`src/rtl/sram_phase_scheduler_pkg.sv`:
```
// Shared definitions for the decode-flow sequencer: phase encodings used by the
// top-level SRAM muxing and by LED/debug logic elsewhere in the project.
package sram_phase_scheduler_pkg;

  typedef enum logic [2:0] {
    S_IDLE    = 3'd0,
    S_UART_RX = 3'd1,
    S_GAP_M2  = 3'd2,
    S_M2      = 3'd3,
    S_GAP_M1  = 3'd4,
    S_M1      = 3'd5
  } top_state_type;

  localparam int PHASE_W = 3;

  // True in the states where a phase unit owns the SRAM and the watchdog runs.
  function automatic logic is_unit_phase(top_state_type s);
    return (s == S_M2) || (s == S_M1);
  endfunction

endpackage

```
`src/rtl/sram_phase_scheduler_phase_timer.sv`:
```
// Up-counter with same-cycle clear and an equality terminal-count flag; used for the
// UART idle timeout and for the per-phase watchdog.
module sram_phase_scheduler_phase_timer #(
  parameter int TERMINAL = 19
) (
  input  logic clk,
  input  logic srst,
  input  logic clear,
  input  logic enable,
  output logic tc
);

  localparam int W = (TERMINAL < 1) ? 1 : $clog2(TERMINAL + 1);
  localparam logic [W-1:0] TC_VAL = W'(TERMINAL);

  logic [W-1:0] count_reg;
  logic [W-1:0] count_now;

  // A clear takes effect in the cycle it is asserted, so that cycle counts as zero.
  assign count_now = clear ? '0 : count_reg;
  assign tc        = enable && (count_now == TC_VAL);

  always_ff @(posedge clk) begin
    if (srst) begin
      count_reg <= '0;
    end else if (enable && !tc) begin
      count_reg <= count_now + W'(1);
    end else begin
      count_reg <= count_now;
    end
  end

endmodule

```
`src/rtl/sram_phase_scheduler.sv`:
```
// Decode-flow sequencer (IDLE -> UART RX -> M2 -> M1 -> IDLE) and sole owner of the
// external SRAM port; grants it to one requester per state with a dead gap between phases.
module sram_phase_scheduler
  import sram_phase_scheduler_pkg::*;
#(
  parameter int ADDR_W       = 18,
  parameter int DATA_W       = 16,
  parameter int UART_TIMEOUT = 50_000_000,
  parameter int WDOG_CYCLES  = 2**24
) (
  input  logic              CLOCK_50_I,
  input  logic              Reset,
  input  logic              UART_RX_I,
  input  logic [ADDR_W-1:0] UART_SRAM_address,
  input  logic [DATA_W-1:0] UART_SRAM_wdata,
  input  logic              UART_SRAM_we_n,
  input  logic [ADDR_W-1:0] M2_SRAM_address,
  input  logic [DATA_W-1:0] M2_SRAM_wdata,
  input  logic              M2_SRAM_we_n,
  input  logic [ADDR_W-1:0] M1_SRAM_address,
  input  logic [DATA_W-1:0] M1_SRAM_wdata,
  input  logic              M1_SRAM_we_n,
  input  logic [ADDR_W-1:0] VGA_SRAM_address,
  input  logic              M2_done,
  input  logic              M1_done,
  output logic              UART_rx_initialize,
  output logic              UART_rx_enable,
  output logic              M2_start,
  output logic              M1_start,
  output logic              VGA_enable,
  output logic [ADDR_W-1:0] SRAM_address,
  output logic [DATA_W-1:0] SRAM_write_data,
  output logic              SRAM_we_n,
  output logic [PHASE_W-1:0] Phase,
  output logic              Watchdog_error,
  output logic [7:0]        Decode_count
);

  top_state_type state_reg;
  logic          first_cycle_reg;
  logic          uart_init_reg;
  logic          uart_en_reg;
  logic          m2_start_reg;
  logic          m1_start_reg;
  logic          vga_en_reg;
  logic          wdog_err_reg;
  logic [7:0]    decode_count_reg;

  logic in_uart;
  logic in_unit;
  logic uart_tc;
  logic wdog_tc;

  assign in_uart = (state_reg == S_UART_RX);
  assign in_unit = is_unit_phase(state_reg);

  // Any UART write restarts the idle timeout; leaving reception resets it for next time.
  sram_phase_scheduler_phase_timer #(
    .TERMINAL (UART_TIMEOUT - 1)
  ) u_uart_timer (
    .clk    (CLOCK_50_I),
    .srst   (Reset),
    .clear  (!in_uart || !UART_SRAM_we_n),
    .enable (in_uart),
    .tc     (uart_tc)
  );

  sram_phase_scheduler_phase_timer #(
    .TERMINAL (WDOG_CYCLES - 1)
  ) u_wdog_timer (
    .clk    (CLOCK_50_I),
    .srst   (Reset),
    .clear  (!in_unit),
    .enable (in_unit),
    .tc     (wdog_tc)
  );

  always_ff @(posedge CLOCK_50_I) begin
    if (Reset) begin
      state_reg        <= S_IDLE;
      first_cycle_reg  <= 1'b0;
      uart_init_reg    <= 1'b0;
      uart_en_reg      <= 1'b0;
      m2_start_reg     <= 1'b0;
      m1_start_reg     <= 1'b0;
      vga_en_reg       <= 1'b1;
      wdog_err_reg     <= 1'b0;
      decode_count_reg <= 8'd0;
    end else begin
      uart_init_reg   <= 1'b0;
      uart_en_reg     <= uart_init_reg;
      m2_start_reg    <= 1'b0;
      m1_start_reg    <= 1'b0;
      first_cycle_reg <= 1'b0;
      case (state_reg)
        S_IDLE: begin
          if (!UART_RX_I) begin
            state_reg     <= S_UART_RX;
            uart_init_reg <= 1'b1;
            wdog_err_reg  <= 1'b0;
            vga_en_reg    <= 1'b0;
          end
        end
        S_UART_RX: begin
          if (uart_tc) state_reg <= S_GAP_M2;
        end
        S_GAP_M2: begin
          state_reg       <= S_M2;
          m2_start_reg    <= 1'b1;
          first_cycle_reg <= 1'b1;
        end
        // done wins over a watchdog expiry landing in the same cycle
        S_M2: begin
          if (!first_cycle_reg && M2_done) begin
            state_reg <= S_GAP_M1;
          end else if (wdog_tc) begin
            state_reg    <= S_IDLE;
            wdog_err_reg <= 1'b1;
            vga_en_reg   <= 1'b1;
          end
        end
        S_GAP_M1: begin
          state_reg       <= S_M1;
          m1_start_reg    <= 1'b1;
          first_cycle_reg <= 1'b1;
        end
        S_M1: begin
          if (!first_cycle_reg && M1_done) begin
            state_reg        <= S_IDLE;
            decode_count_reg <= decode_count_reg + 8'd1;
            vga_en_reg       <= 1'b1;
          end else if (wdog_tc) begin
            state_reg    <= S_IDLE;
            wdog_err_reg <= 1'b1;
            vga_en_reg   <= 1'b1;
          end
        end
        default: begin
          state_reg  <= S_IDLE;
          vga_en_reg <= 1'b1;
        end
      endcase
    end
  end

  // Only the granted requester reaches the SRAM; gaps and IDLE can never write.
  always_comb begin
    SRAM_address    = '0;
    SRAM_write_data = '0;
    SRAM_we_n       = 1'b1;
    case (state_reg)
      S_IDLE: begin
        SRAM_address = VGA_SRAM_address;
      end
      S_UART_RX: begin
        SRAM_address    = UART_SRAM_address;
        SRAM_write_data = UART_SRAM_wdata;
        SRAM_we_n       = UART_SRAM_we_n;
      end
      S_M2: begin
        SRAM_address    = M2_SRAM_address;
        SRAM_write_data = M2_SRAM_wdata;
        SRAM_we_n       = M2_SRAM_we_n;
      end
      S_M1: begin
        SRAM_address    = M1_SRAM_address;
        SRAM_write_data = M1_SRAM_wdata;
        SRAM_we_n       = M1_SRAM_we_n;
      end
      default: begin
        SRAM_we_n = 1'b1;
      end
    endcase
  end

  assign UART_rx_initialize = uart_init_reg;
  assign UART_rx_enable     = uart_en_reg;
  assign M2_start           = m2_start_reg;
  assign M1_start           = m1_start_reg;
  assign VGA_enable         = vga_en_reg;
  assign Phase              = state_reg;
  assign Watchdog_error     = wdog_err_reg;
  assign Decode_count       = decode_count_reg;

endmodule
```
`config.mk`:
```
export PLATFORM = sky130hd
export DESIGN_NAME = sram_phase_scheduler
export DESIGN_NICKNAME = d
export VERILOG_FILES = /design/src/rtl/sram_phase_scheduler_pkg.sv /design/src/rtl/sram_phase_scheduler_phase_timer.sv /design/src/rtl/sram_phase_scheduler.sv
export SDC_FILE = /design/constraint.sdc
export NUM_CORES = 1
export LEC_CHECK = 0
export CORE_MARGIN = 3
export CORE_UTILIZATION = 28
export CTS_CLUSTER_DIAMETER = 50
export DETAILED_ROUTE_END_ITERATION = 10
export PLACE_DENSITY_LB_ADDON = 0.3
export SETUP_SLACK_MARGIN = 0.15
export SLEW_MARGIN = 20
export SYNTH_ARGS = -nofsm -noshare
export SYNTH_HDL_FRONTEND = slang
export SYNTH_HIERARCHICAL = 1
export SYNTH_SLANG_ARGS = --single-unit
```
`constraint.sdc`:
```
create_clock -name CLOCK_50_I -period 3.7 [get_ports CLOCK_50_I]
set_clock_uncertainty 0.2 [all_clocks]
set_input_delay 0.74 -clock CLOCK_50_I [delete_from_list [all_inputs] [get_ports CLOCK_50_I]]
set_output_delay 0.74 -clock CLOCK_50_I [all_outputs]
set_load 0.01 [all_outputs]
```
==> out/results.ini <==
[outcome]
outcome=completed

[route]
dr.first_iter.drc_count=213
wl_um=15700
dr_total_vias=4834
avgViaCountPerCell=4.88
post_drt_wl_per_cell_um=15.9
drtAntennaViolNets=0
dr.pass1.iters=5
drc=0

[layout]
layout.nets=893
final_util_pct=43.0
design_area_mm2=0.00718
largest_reg_flops=26
drive_above_1_share_pct=10.3
fillers=1676
area_growth_pct=49.1

[synthesis]
ys_top_cells_by_area=dfxtp_1 (28%), mux2i_1 (7.7%), nand2_1 (5.5%)
synth.distinct_cells=81
synth_edf_count=0
syn_area_per_cell_um2=8.22
ys.flop_type=dfxtp_1
synth_commonest_cells=nand2_1 (71), dfxtp_1 (68), nor2_1 (43)
synthArstFlopShare_pct=0
synth_most_common_cell=nand2_1
yosysTopAreaCell=dfxtp_1
ys_seq_area_share_pct=28.3
synth_top_cell_area_share_pct=28.3
syn_inst=586
synth_area_mm2=0.00482
yosys_warnings=6
ys_ff_latch=68
synth_nets=717

[sta]
max-slew-margin-rel_pct=51.8
fmax_mhz=300
timing.setup.tns_ns=0
setup_violations=0
hold_viol=0
rsz0062_at_grt=false
slew_violations=0
hold_ws_ns=0.277
min_period_ns=3.33
fin_crit_sh_pct=90.1
worst_pin_slew_ns=0.716

[clocking]
cts_buffer_depth=2
cts.reportedPaths.clkPinSlew_ns=0.06
cts_tree=yes
htree_levels=3
post_cts_buffers=0
cts_root_buf=clkbuf_16
worstSkewPairLatency_ns=0.34
cts_buffers=9
cts_sinks=68
holdBufCountCts=0

[power_and_ir_drop]
pwr-share-clk_pct=46.3
switching_share_pct=22.1
power_density_mw_per_mm2=280
p_seq_share_pct=36.8
internal_power_mw=1.56
pwr-share-comb_pct=17.0
total_leakage_power_nw=2.51
power.total_mw=2.01
netSwitchingPower_mw=0.445
peakVddDrop_v=0.000212

[critical_path]
cp_max_fo=34
cp-endpoint=SRAM_address[3]
crit_arrival_ns=2.39
end_kind=output pin
worstSetupStartpoint=Phase[1]$_SDFFE_PP0P_
slowest_delay_ns=0.53
crit_required_ns=2.76
start_kind=flip-flop
critical_path_class=reg -> out
crit_top_cell=buf_4
worstPathCellList=buf_4 -> nor2b_2 -> buf_4 -> nand2_1 -> o21ai_1 -> a22o_1 -> clkdlybuf4s50_1
crit_slowest_cell=clkdlybuf4s50_1
reg2regPathDepth=12
worstReg2RegStart=Phase[1]$_SDFFE_PP0P_
r2r_slack_ns=0.54
timing.rr.end=Watchdog_error$_SDFFE_PP0P_

[floorplan]
rows=47
die_h_um=137
fp.dieArea_mm2=0.0188
core_mm2=0.0167
dieWidth_um=137
io_pins=180
start_util_pct=28.8

[grt]
grt_usage_pct=16.3
grt_pass1_vias=4516
grt_pass1_wl_um=24300
antenna_found_initial=2
gr-total-overflow=0
grt_max_degree=35

[flow_run]
max-cap-violations=0

[placed_design]
placed_cell_area_mm2=0.00684
io_buffers=179
place.gp.congestion=0.828
dp_hpwl_um=12100

[worst_hold_path]
worstHoldPathType=reg -> reg

[how the worst min path moves through the flow]
stage                                                     from                                    to  slack, ns  depth (start not counted)
final                            UART_rx_initialize$_SDFF_PP0_             UART_rx_enable$_SDFF_PP0_       0.28                          1
after global routing             UART_rx_initialize$_SDFF_PP0_             UART_rx_enable$_SDFF_PP0_       0.31                          1
after CTS                        UART_rx_initialize$_SDFF_PP0_             UART_rx_enable$_SDFF_PP0_       0.28                          1
after detailed placement         UART_rx_initialize$_SDFF_PP0_             UART_rx_enable$_SDFF_PP0_       0.27                          1
after global placement           UART_rx_initialize$_SDFF_PP0_             UART_rx_enable$_SDFF_PP0_       0.26                          1
after floorplan           u_wdog_timer/count_reg[9]$_SDFF_PP0_  u_wdog_timer/count_reg[9]$_SDFF_PP0_       0.26                          2
[power groups by stage]
stage	registers, mW	clock network (mW)	logic (mW)
after floorplan	0.756	0	0.111
after global placement	0.755	0	0.341
after detailed placement	0.754	0	0.342
after CTS	0.738	0.953	0.343
after global routing	0.739	0.984	0.366
final	0.739	0.930	0.341
[cells in the final DEF (no fill, tap or decap), drive strengths merged, types with 3 or more instances in the layout]
| cell | count |
|---|---|
| clkdlybuf4s50 | 178 |
| nand2 | 71 |
| dfxtp | 68 |
| o21ai | 47 |
| nor2 | 44 |
| mux2i | 37 |
| nand3 | 22 |
| and2 | 21 |
| a21oi | 20 |
| buf | 20 |
| xnor2 | 19 |
| nor2b | 19 |
| a22o | 18 |
| nor3 | 17 |
| xor2 | 13 |
| or3 | 12 |
| and3 | 12 |
| nand4 | 12 |
| clkbuf | 10 |
| nor4 | 10 |
| inv | 9 |
| clkinv | 6 |
| nor3b | 5 |
| and4 | 5 |
| mux2 | 5 |
| nor4b | 5 |
| o31ai | 5 |
| and2b | 4 |
| and4b | 4 |
| nand3b | 4 |
| diode | 3 |
| a211oi | 3 |
| ha | 3 |
| and3b | 3 |
[critical path: cells and delay by family (launching register included)]
kind / cells / cell delay (ns)
AO/OA/AOI/OAI: 2 / 0.30
buffers and inverters: 3 / 1.07
flip-flops: 1 / 0.42
AND/OR/NAND/NOR: 2 / 0.25
[area by class of cell]
type                       instances  area [µm²]  area share (%)
multi-input combinational        474        3240            45.1
timing repair buffer             198        1930            26.9
sequential                        68        1360            19.0
tap                              220         275            3.83
clock buffer                      10         239            3.33
clock inverter                     6        87.6            1.22
inverter                          11        41.3           0.575
antenna                            3        7.51           0.105
[stage by stage]
step           cells  setup WS [ns]
2_1_floorplan    586          0.312
3_3_place_gp     971          0.338
3_5_place_dp     971          0.252
4_1_cts          987          0.193
5_1_grt          989          0.187
6_report         990          0.366
[metal layers]
layer	wire length [µm]	vias to the layer above	global-route usage [%]
met5	0	-	0
met4	193	0	6.32
met3	1240	11	4.26
met2	7560	151	27.5
met1	6750	2196	19.8
li1	-	2476	-
[cells by family (layout without fill, tap and decap cells)]
family,Yosys count,after routing,share of synthesized area [%]
xor gates and xnor gates,32,32,5.82
adders and majority gates,3,3,0.780
DFF,68,68,28.3
muxes,42,42,8.94
buffers and inverters,44,225,4.70
and+or+nand+nor,280,280,34.8
AOI/OAI and AO/OA,117,117,16.7
other,0,3,0
[timing repair]
| action | in CTS | in global routing |
|---|---|---|
| gates resized for setup | 0 | 3 |
| hold endpoints to repair | 0 | 0 |
| setup endpoints to repair | 0 | 27 |
Power figures use the tool's default switching activity.
